<file path="src/rtl/gb_interrupt_ctrl.sv">
// rtl/gb_interrupt_ctrl.sv - Game Boy interrupt controller: IF/IE/IME, EI delay, vectoring
// Optional dispatch counter enabled by INT_CTRL_DISPATCH_CNT_EN.
module gb_interrupt_ctrl #(
  parameter int         NUM_SRC    = 5,
  parameter logic [7:0] VEC_BASE   = 8'h40,
  parameter logic [7:0] VEC_STRIDE = 8'h08
) (
  input  logic               clock,
  input  logic               reset,
  input  logic [NUM_SRC-1:0] irq_src,
  input  logic [15:0]        addr,
  input  logic [7:0]         data_in,
  input  logic               wr_en,
  output logic [7:0]         data_out,
  input  logic               ei_exec,
  input  logic               di_exec,
  input  logic               reti_exec,
  input  logic               inst_done,
  input  logic               int_ack,
  output logic               int_pending,
  output logic               int_wake,
  output logic [7:0]         vector,
  output logic [15:0]        dispatch_count
);

  typedef enum logic {EI_IDLE, EI_ARMED} ei_state_e;

  logic [NUM_SRC-1:0] if_q, if_d;
  logic [7:0]         ie_q, ie_d;
  logic               ime_q, ime_d;
  ei_state_e          ei_state_q, ei_state_d;
  logic [7:0]         vector_q, vector_d;
  logic [NUM_SRC-1:0] irq_hist_q, irq_hist_d;

  logic [NUM_SRC-1:0] rise;
  logic [NUM_SRC-1:0] pend;
  logic [NUM_SRC-1:0] clr_mask;
  logic [7:0]         sel_idx;
  logic               ack_valid;

  always_ff @(posedge clock or negedge reset) begin
    if (!reset) begin
      if_q       <= '0;
      ie_q       <= 8'h00;
      ime_q      <= 1'b0;
      ei_state_q <= EI_IDLE;
      vector_q   <= 8'h00;
      irq_hist_q <= '0;
    end else begin
      if_q       <= if_d;
      ie_q       <= ie_d;
      ime_q      <= ime_d;
      ei_state_q <= ei_state_d;
      vector_q   <= vector_d;
      irq_hist_q <= irq_hist_d;
    end
  end

  always_comb begin
    rise       = irq_src & ~irq_hist_q;
    irq_hist_d = irq_src;
    pend       = if_q & ie_q[NUM_SRC-1:0];
    ack_valid  = |pend;

    // Descending scan so the lowest set bit (highest priority) is the one kept.
    sel_idx  = 8'h00;
    clr_mask = '0;
    for (int i = NUM_SRC - 1; i >= 0; i--) begin
      if (pend[i]) begin
        sel_idx     = 8'(i);
        clr_mask    = '0;
        clr_mask[i] = 1'b1;
      end
    end

    // Write first, then hardware edges, then the acknowledge clear on top.
    if_d = if_q;
    if (wr_en && addr == 16'hFF0F) if_d = data_in[NUM_SRC-1:0];
    if_d = if_d | rise;
    if (int_ack) if_d = if_d & ~clr_mask;

    ie_d = ie_q;
    if (wr_en && addr == 16'hFFFF) ie_d = data_in;

    ime_d      = ime_q;
    ei_state_d = ei_state_q;
    case (ei_state_q)
      EI_IDLE: begin
        if (ei_exec) ei_state_d = EI_ARMED;
      end
      EI_ARMED: begin
        if (!ei_exec && inst_done) begin
          ime_d      = 1'b1;
          ei_state_d = EI_IDLE;
        end
      end
      default: ei_state_d = EI_IDLE;
    endcase

    if (int_ack || di_exec) begin
      ime_d      = 1'b0;
      ei_state_d = EI_IDLE;
    end else if (reti_exec) begin
      ime_d = 1'b1;
    end

    vector_d = vector_q;
    if (int_ack) vector_d = ack_valid ? (VEC_BASE + sel_idx * VEC_STRIDE) : 8'h00;
  end

  always_comb begin
    data_out = 8'hFF;
    if (addr == 16'hFF0F)      data_out = {{(8 - NUM_SRC){1'b1}}, if_q};
    else if (addr == 16'hFFFF) data_out = ie_q;
  end

  assign int_wake    = |(ie_q[NUM_SRC-1:0] & if_q);
  assign int_pending = ime_q & int_wake;
  assign vector      = vector_q;

`ifdef INT_CTRL_DISPATCH_CNT_EN
  logic [15:0] dispatch_cnt_q, dispatch_cnt_d;

  always_ff @(posedge clock or negedge reset) begin
    if (!reset) dispatch_cnt_q <= 16'h0000;
    else        dispatch_cnt_q <= dispatch_cnt_d;
  end

  always_comb begin
    dispatch_cnt_d = dispatch_cnt_q;
    if (int_ack && ack_valid) dispatch_cnt_d = dispatch_cnt_q + 16'd1;
  end

  assign dispatch_count = dispatch_cnt_q;
`else
  assign dispatch_count = 16'h0000;
`endif

endmodule

</file>
<file path="config.mk">
export PLATFORM = sky130hd
export DESIGN_NAME = gb_interrupt_ctrl
export DESIGN_NICKNAME = d
export VERILOG_FILES = /design/src/rtl/gb_interrupt_ctrl.sv
export SDC_FILE = /design/constraint.sdc
export NUM_CORES = 1
export LEC_CHECK = 0
export ABC_AREA = 1
export CAP_MARGIN = 20
export CORE_MARGIN = 3
export CORE_UTILIZATION = 40
export CTS_CLUSTER_SIZE = 40
export DETAILED_ROUTE_END_ITERATION = 16
export GPL_TIMING_DRIVEN = 0
export PLACE_DENSITY = 0.91
export SLEW_MARGIN = 20
export SYNTH_ARGS = -nofsm -noshare
export SYNTH_HDL_FRONTEND = slang
export SYNTH_SLANG_ARGS = --single-unit
export TNS_END_PERCENT = 100
</file>
<file path="constraint.sdc">
create_clock -name clock -period 1.6 [get_ports clock]
set_input_delay 0.16 -clock clock [delete_from_list [all_inputs] [get_ports clock]]
set_output_delay 0.16 -clock clock [all_outputs]
set_load 0.02 [all_outputs]
</file>
==> results of run 1 <==
## cell type report
type / count / share of cell area (%)
Buffer: 21 / 7.40
Clock buffer: 4 / 1.66
Inverter: 33 / 5.68
Multi-Input combinational cell: 124 / 30.1
Sequential cell: 24 / 27.5
Tap cell: 44 / 2.52
Timing Repair Buffer: 62 / 25.1
## synthesized netlist by cell type
master   instances
a21oi_1          2
a22o_1           1
buf_4           20
buf_6            2
conb_1           1
dfrtp_1         24
inv_1           33
nand2_1         56
nand2_2          1
nand3_1          6
nand3_4          1
nand4_1          8
nor2_1           9
nor2_4           3
nor3_1           1
o21ai_0          4
o21ai_1          4
o21ai_2          2
o22ai_1          5
or2_2            1
## power groups by stage
stage                     clock (W)  combinational [W]  sequential (W)
after global placement            0           0.000215        0.000630
after CTS                  0.000328           0.000208        0.000619
after global routing       0.000355           0.000230        0.000619
final                      0.000321           0.000211        0.000618
after detailed placement          0           0.000218        0.000630
after floorplan                   0           0.000107        0.000629
## placed cells by master, fill, tap and decap left out, types with 3 or more instances in the layout
cell type        count
o22ai_2              3
o21ai_0              4
conb_1              20
nand3_1              6
clkbuf_4             3
buf_4               29
o21ai_1              4
inv_2                4
dfrtp_1             24
buf_6                6
buf_2                7
nand2_2              5
nor2_4               3
inv_1               29
nand2_1             51
nor2_1               8
nand4_1              8
clkdlybuf4s50_1     23
dlygate4sd2_1       15
## flip-flops by register name, summed over array words and instances (netlist names)
name	cells
ie_q	8
if_q	5
irq_hist_q	5
vector	4
ei_state_q	1
ime_q	1
## logic make-up after synthesis
family | synth area share (%)
DFF | 42.9
AOI/OAI and AO/OA | 7.68
buffers and inverters | 21.2
and+or+nand+nor | 28.0
other | 0.268
## critical path: cells and delay by family (launching register included)
kind / cells / cell delay, ps
flip-flops: 1 / 450
AND/OR/NAND/NOR: 4 / 320
buffers and inverters: 3 / 310
## how the worst max path moves through the flow
stage | from | endpoint | slack [ps]
after floorplan | ie_q[3] | int_pending | 350
after global placement | addr[13] | data_out[1] | -560
after detailed placement | addr[11] | data_out[4] | -590
after CTS | addr[2] | data_out[4] | -40
after global routing | ie_q[2] | int_pending | -30
final | if_q[3] | int_pending | 60
## per-stage QoR
stage | TNS (ps) | cells | hold WS (ps) | total power [W]
after floorplan | 0 | 203 | -136 | 0.000736
after global placement | -4240 | 297 | 467 | 0.000845
after detailed placement | -4620 | 297 | 478 | 0.000848
after CTS | -39.0 | 308 | 296 | 0.00115
after global routing | -28.1 | 312 | 293 | 0.00121
final | 0 | 312 | 297 | 0.00115
## what timing repair did
action,in CTS,in global routing
pin swaps,12,8
setup endpoints to repair,10,10
buffers inserted,7,4
hold endpoints to repair,0,24
hold buffers,0,1
gates resized for setup,74,11
## metal layers
| layer | up-vias | GRT usage (%) |
|---|---|---|
| li1 | 697 | - |
| met1 | 631 | 19.9 |
| met2 | 64 | 31.7 |
| met3 | 6 | 4.96 |
| met4 | 0 | 2.33 |
| met5 | - | 0 |
==> run_results.csv, run 1 <==
group,metric,value,unit
outcome,status,"finished, final reports clean",
routing,wl_met3,300,um
yosys,synth_cells,184,
pwr,seqPwrFrac,53.7,%
worst_setup_path,worstRegToRegCells,6,
finish,final_util,68.1,%
finish,n_antenna_cell,0,
clock_tree,cts_tree,"built",
routing,vias_per_cell,4.48,
place,post-place-ws,-595,ps
global_route,grt_pass1_wl,5800,um
worst_setup_path,crit_type,"reg2out",
pwr,cellInternalPower,0.000863,W
routing,drt_iter0_drc,110,
routing,firstDrtPassIters,5,
yosys,synthTopCellsByArea,"dfrtp_1 43%, nand2_1 15%, buf_4 11%",
place,portBuffers,50,
yosys,ys_seq_elements,24,
floorplan,die_x,65.2,um
sta,finalCriticalPeriod,1540,ps
finish,stdcell_area,0.00218,mm2
clock_tree,numCtsBuffers,3,
routing,dr.max_layer_used,"met4",
worst_setup_path,crit_slowest_cell,"dfrtp_1",
worst_setup_path,cp-start-kind,"register",
clock_tree,ctsRootBufferMaster,"clkbuf_4",
routing,wl_met1,1360,um
yosys,ys_types,20,
yosys,synth-warning-count,0,
global_route,grt_overflow,0,
clock_tree,clock_sinks,24,
floorplan,start_util,43.8,%
floorplan,core,0.00320,mm2
worst_setup_path,worst-path-max-fanout,3,
worst_setup_path,crit_arrival,1380,ps
sta,worst_pin_slew,519,ps
floorplan,core.rowCount,20,
worst_setup_path,critPathCaptureType,"output port",
routing,wl_met2,1990,um
pwr,p_clk_share,27.9,%
sta,relSlewSlack,65.4,%
run,max_cap_violations,0,
routing,drc_errors,0,
sta,fin_ws,63.9,ps
pwr,switching_share,25.1,%
global_route,first_global_vias,1346,
clock_tree,path_clk_slew,130,ps
worst_setup_path,reg2reg_slack,270,ps
clock_tree,clock_latency,310,ps
global_route,grt.total_usage,17.1,%
worst_setup_path,crit_top_cell,"nand2_2",
worst_setup_path,slowest_delay,450,ps
worst_setup_path,reg2reg_to,"if_q[4]",
yosys,synth_area_per_cell,7.62,um2
place,detailed_place_hpwl,2550,um
floorplan,die_area,0.00425,mm2
clock_tree,cts_max_level,1,
hold_path,worstHoldEndpoint,"irq_hist_q[2]",
floorplan,pin_count,71,
worst_setup_path,cp.required,1440,ps
worst_setup_path,path_cells,"nand2_2 > nand2_2 > inv_2 > nand4_1 > inv_1 > nor2_1 > buf_4",
clock_tree,cts_buffer_depth,2,
finish,multiInputGateArea,656,um2
finish,syn_to_final_growth,55.6,%
sta,hold_viol,0,
sta,finalSetupViolations,0,
pwr,comb_power_share,18.4,%
hold_path,min_path_type,"in2reg",
finish,seqCellArea,601,um2
finish,drive_gt1_share,26.5,%
global_route,grt_max_degree,25,
yosys,yosysSeqAreaShare,42.9,%
finish,nFillCells,279,
yosys,yosysTopAreaCellShare,42.9,%
pwr,p_leak,1.16,nW
global_route,antenna_found_initial,0,
routing,ant_nets,0,
routing,dr_total_vias,1398,
pwr,irDropWorstVdd,497,uV
sta,finClkSkew,5.68,ps
sta,max_freq,651,MHz
floorplan,die_y,65.2,um
place,dpl_cell_area,0.00203,mm2
finish,nets,306,
sta,finalCritPeriodShare,96.0,%
yosys,yosys.area.top_type,"dfrtp_1",
place,finalWeightedCongestion,0.773,
worst_setup_path,reg2reg_from,"ie_q[0]",
sta,slew_violations,0,
hold_path,hp-start,"irq_src[2]",
routing,wl,3700,um
pwr,p_per_area,528,mW/mm2
yosys,syn_area,0.00140,mm2
pwr,p_sw,0.000289,W
routing,wire_per_inst,11.9,um
hold_path,holdPathStages,1,
No activity file was read; power rests on OpenSTA's default activity.
==> run 2, diff against run 1 <==
--- a/config.mk
+++ b/config.mk
@@ -7,7 +7,6 @@
 export LEC_CHECK = 0
 export ABC_AREA = 1
 export CAP_MARGIN = 20
-export CORE_MARGIN = 3
 export CORE_UTILIZATION = 40
 export CTS_CLUSTER_SIZE = 40
 export DETAILED_ROUTE_END_ITERATION = 16
==> run 2 against run 1 <==
  * Flip-flop and latch count stayed put
  * Worst hold slack got worse by 3.5 ps
  * Critical path depth decreased by 2
==> run_results.csv, run 2 (synthesis results as in run 1) <==
group,metric,value,unit
clock_tree,ctsRootBufferMaster,"clkbuf_4",
sta,relSlewSlack,64.2,%
floorplan,start_util,42.0,%
clock_tree,cts_tree,"built",
sta,finClkSkew,1.57,ps
finish,largest-register,"ie_q",
sta,finalSetupViolations,0,
finish,final_util,66.2,%
global_route,grt_pass1_wl,5100,um
sta,finalCriticalPeriod,1580,ps
global_route,antenna_found_initial,0,
global_route,grt_max_degree,25,
clock_tree,clock_latency,320,ps
floorplan,core.rowCount,21,
worst_setup_path,slowest_delay,430,ps
worst_setup_path,crit_arrival,1420,ps
finish,largest_reg_flops,8,
sta,worst_pin_slew,537,ps
finish,syn_to_final_growth,57.7,%
outcome,status,"finished, final reports clean",
place,portBuffers,50,
hold_path,min_path_type,"in2reg",
pwr,irDropWorstVdd,400,uV
worst_setup_path,critPathCaptureType,"output port",
sta,max_freq,633,MHz
worst_setup_path,reg2reg_from,"ie_q[0]",
floorplan,die_area,0.00374,mm2
sta,slew_violations,0,
sta,finalCritPeriodShare,98.8,%
worst_setup_path,crit_slowest_cell,"dfrtp_1",
pwr,p_leak,1.22,nW
global_route,first_global_vias,1202,
global_route,grt_overflow,0,
worst_setup_path,cp.required,1440,ps
pwr,p_per_area,580,mW/mm2
floorplan,pin_count,71,
clock_tree,cts_max_level,1,
finish,nets,306,
hold_path,holdPathStages,1,
worst_setup_path,cp-start-kind,"register",
routing,firstDrtPassIters,4,
floorplan,die_y,61.2,um
routing,wl,3650,um
place,detailed_place_hpwl,2460,um
finish,final_cell_mix,"51 x nand2_1, 29 x buf_4, 27 x inv_1",
routing,drc_errors,0,
worst_setup_path,startpoint,"if_q[2]",
finish,top_regs,"ie_q (8), if_q (5), irq_hist_q (5)",
clock_tree,clock_sinks,24,
place,post-place-ws,-600,ps
clock_tree,numCtsBuffers,3,
routing,drt_iter0_drc,30,
clock_tree,cts_buffer_depth,2,
run,max_cap_violations,0,
sta,fin_ws,19.6,ps
worst_setup_path,cp_top_family,"buffers and inverters",
clock_tree,path_clk_slew,140,ps
sta,hold_viol,0,
place,finalWeightedCongestion,0.833,
finish,multiInputGateArea,657,um2
worst_setup_path,worstRegToRegCells,6,
routing,vias_per_cell,4.42,
sta,finalHoldWorstSlack,293,ps
global_route,grt.total_usage,18.8,%
finish,layout_commonest_cell,"nand2_1",
routing,dr_total_vias,1387,
routing,ant_nets,0,
worst_setup_path,path_cells,"buf_4 > buf_4 > o22ai_2 > inv_1 > buf_2",
worst_setup_path,crit_buf_inv,4,
worst_setup_path,worst-path-max-fanout,2,
finish,nFillCells,273,
finish,seqCellArea,601,um2
routing,wire_per_inst,11.6,um
worst_setup_path,crit_top_cell,"buf_4",
worst_setup_path,crit_type,"reg2out",
hold_path,hp-start,"irq_src[4]",
finish,drive_gt1_share,26.9,%
sta,tns,0,ps
floorplan,core,0.00334,mm2
finish,n_antenna_cell,0,
worst_setup_path,cp.depth,5,
floorplan,die_x,61.2,um
## run 2: changes by cell type in the layout (fill, tap and decap cells not counted), moves of 2 or more
cell	change
dlymetal6s2s_1	+7
dlygate4sd2_1	-7
inv_1	-2
buf_6	-2
inv_2	+2
## run 2: per-stage QoR
stage	area (um2)	std cells	power, W
after detailed placement	2030	299	0.000849
after CTS	2120	309	0.00128
after floorplan	1470	203	0.000736
final	2210	314	0.00128
after global routing	2210	314	0.00133
after global placement	2030	299	0.000844
## run 2: what timing repair did
action / in CTS / in global routing
buffers inserted: 6 / 4
resized for setup: 57 / 24
gates cloned: 1 / 0
pin swaps: 8 / 8
setup endpoints to repair: 10 / 11
hold buffers: 0 / 1
hold endpoints to repair: 0 / 24
## run 2: metal layers
metal | GRT usage [%] | share of wire (%) | routed length (um) | vias up
li1 | - | - | - | 703
met1 | 23.1 | 41 | 1510 | 606
met2 | 32.6 | 50 | 1810 | 68
met3 | 3.57 | 6.6 | 242 | 10
met4 | 7.47 | 2.4 | 88 | 0
met5 | 0 | 0 | 0 | -
## run 2: layout make-up
| class | instances | area share, % |
|---|---|---|
| Clock inverter | 1 | 1.36 |
| Tap cell | 46 | 2.60 |
| Sequential cell | 24 | 27.2 |
| Multi-Input combinational cell | 125 | 29.7 |
| Clock buffer | 3 | 1.02 |
| Buffer | 21 | 7.30 |
| Timing Repair Buffer | 61 | 25.2 |
| Inverter | 33 | 5.61 |
## run 2: final timing paths
kind | to | slack, ps
min in group asynchronous | ime_q | 340
setup / recovery | data_out[2] | 20
hold reg to reg | vector[3] | 500
hold / removal | irq_hist_q[4] | 290
max in group asynchronous | irq_hist_q[4] | 910
setup reg to reg | if_q[4] | 320
## run 2: where the power goes
group	total, W	switching [W]	internal [W]	leakage (nW)
combinational	0.000218	0.000105	0.000112	0.907
clock	0.000445	0.000192	0.000253	0.0279
sequential	0.000618	0.00000294	0.000615	0.281
total	0.00128	0.000300	0.000981	1.22
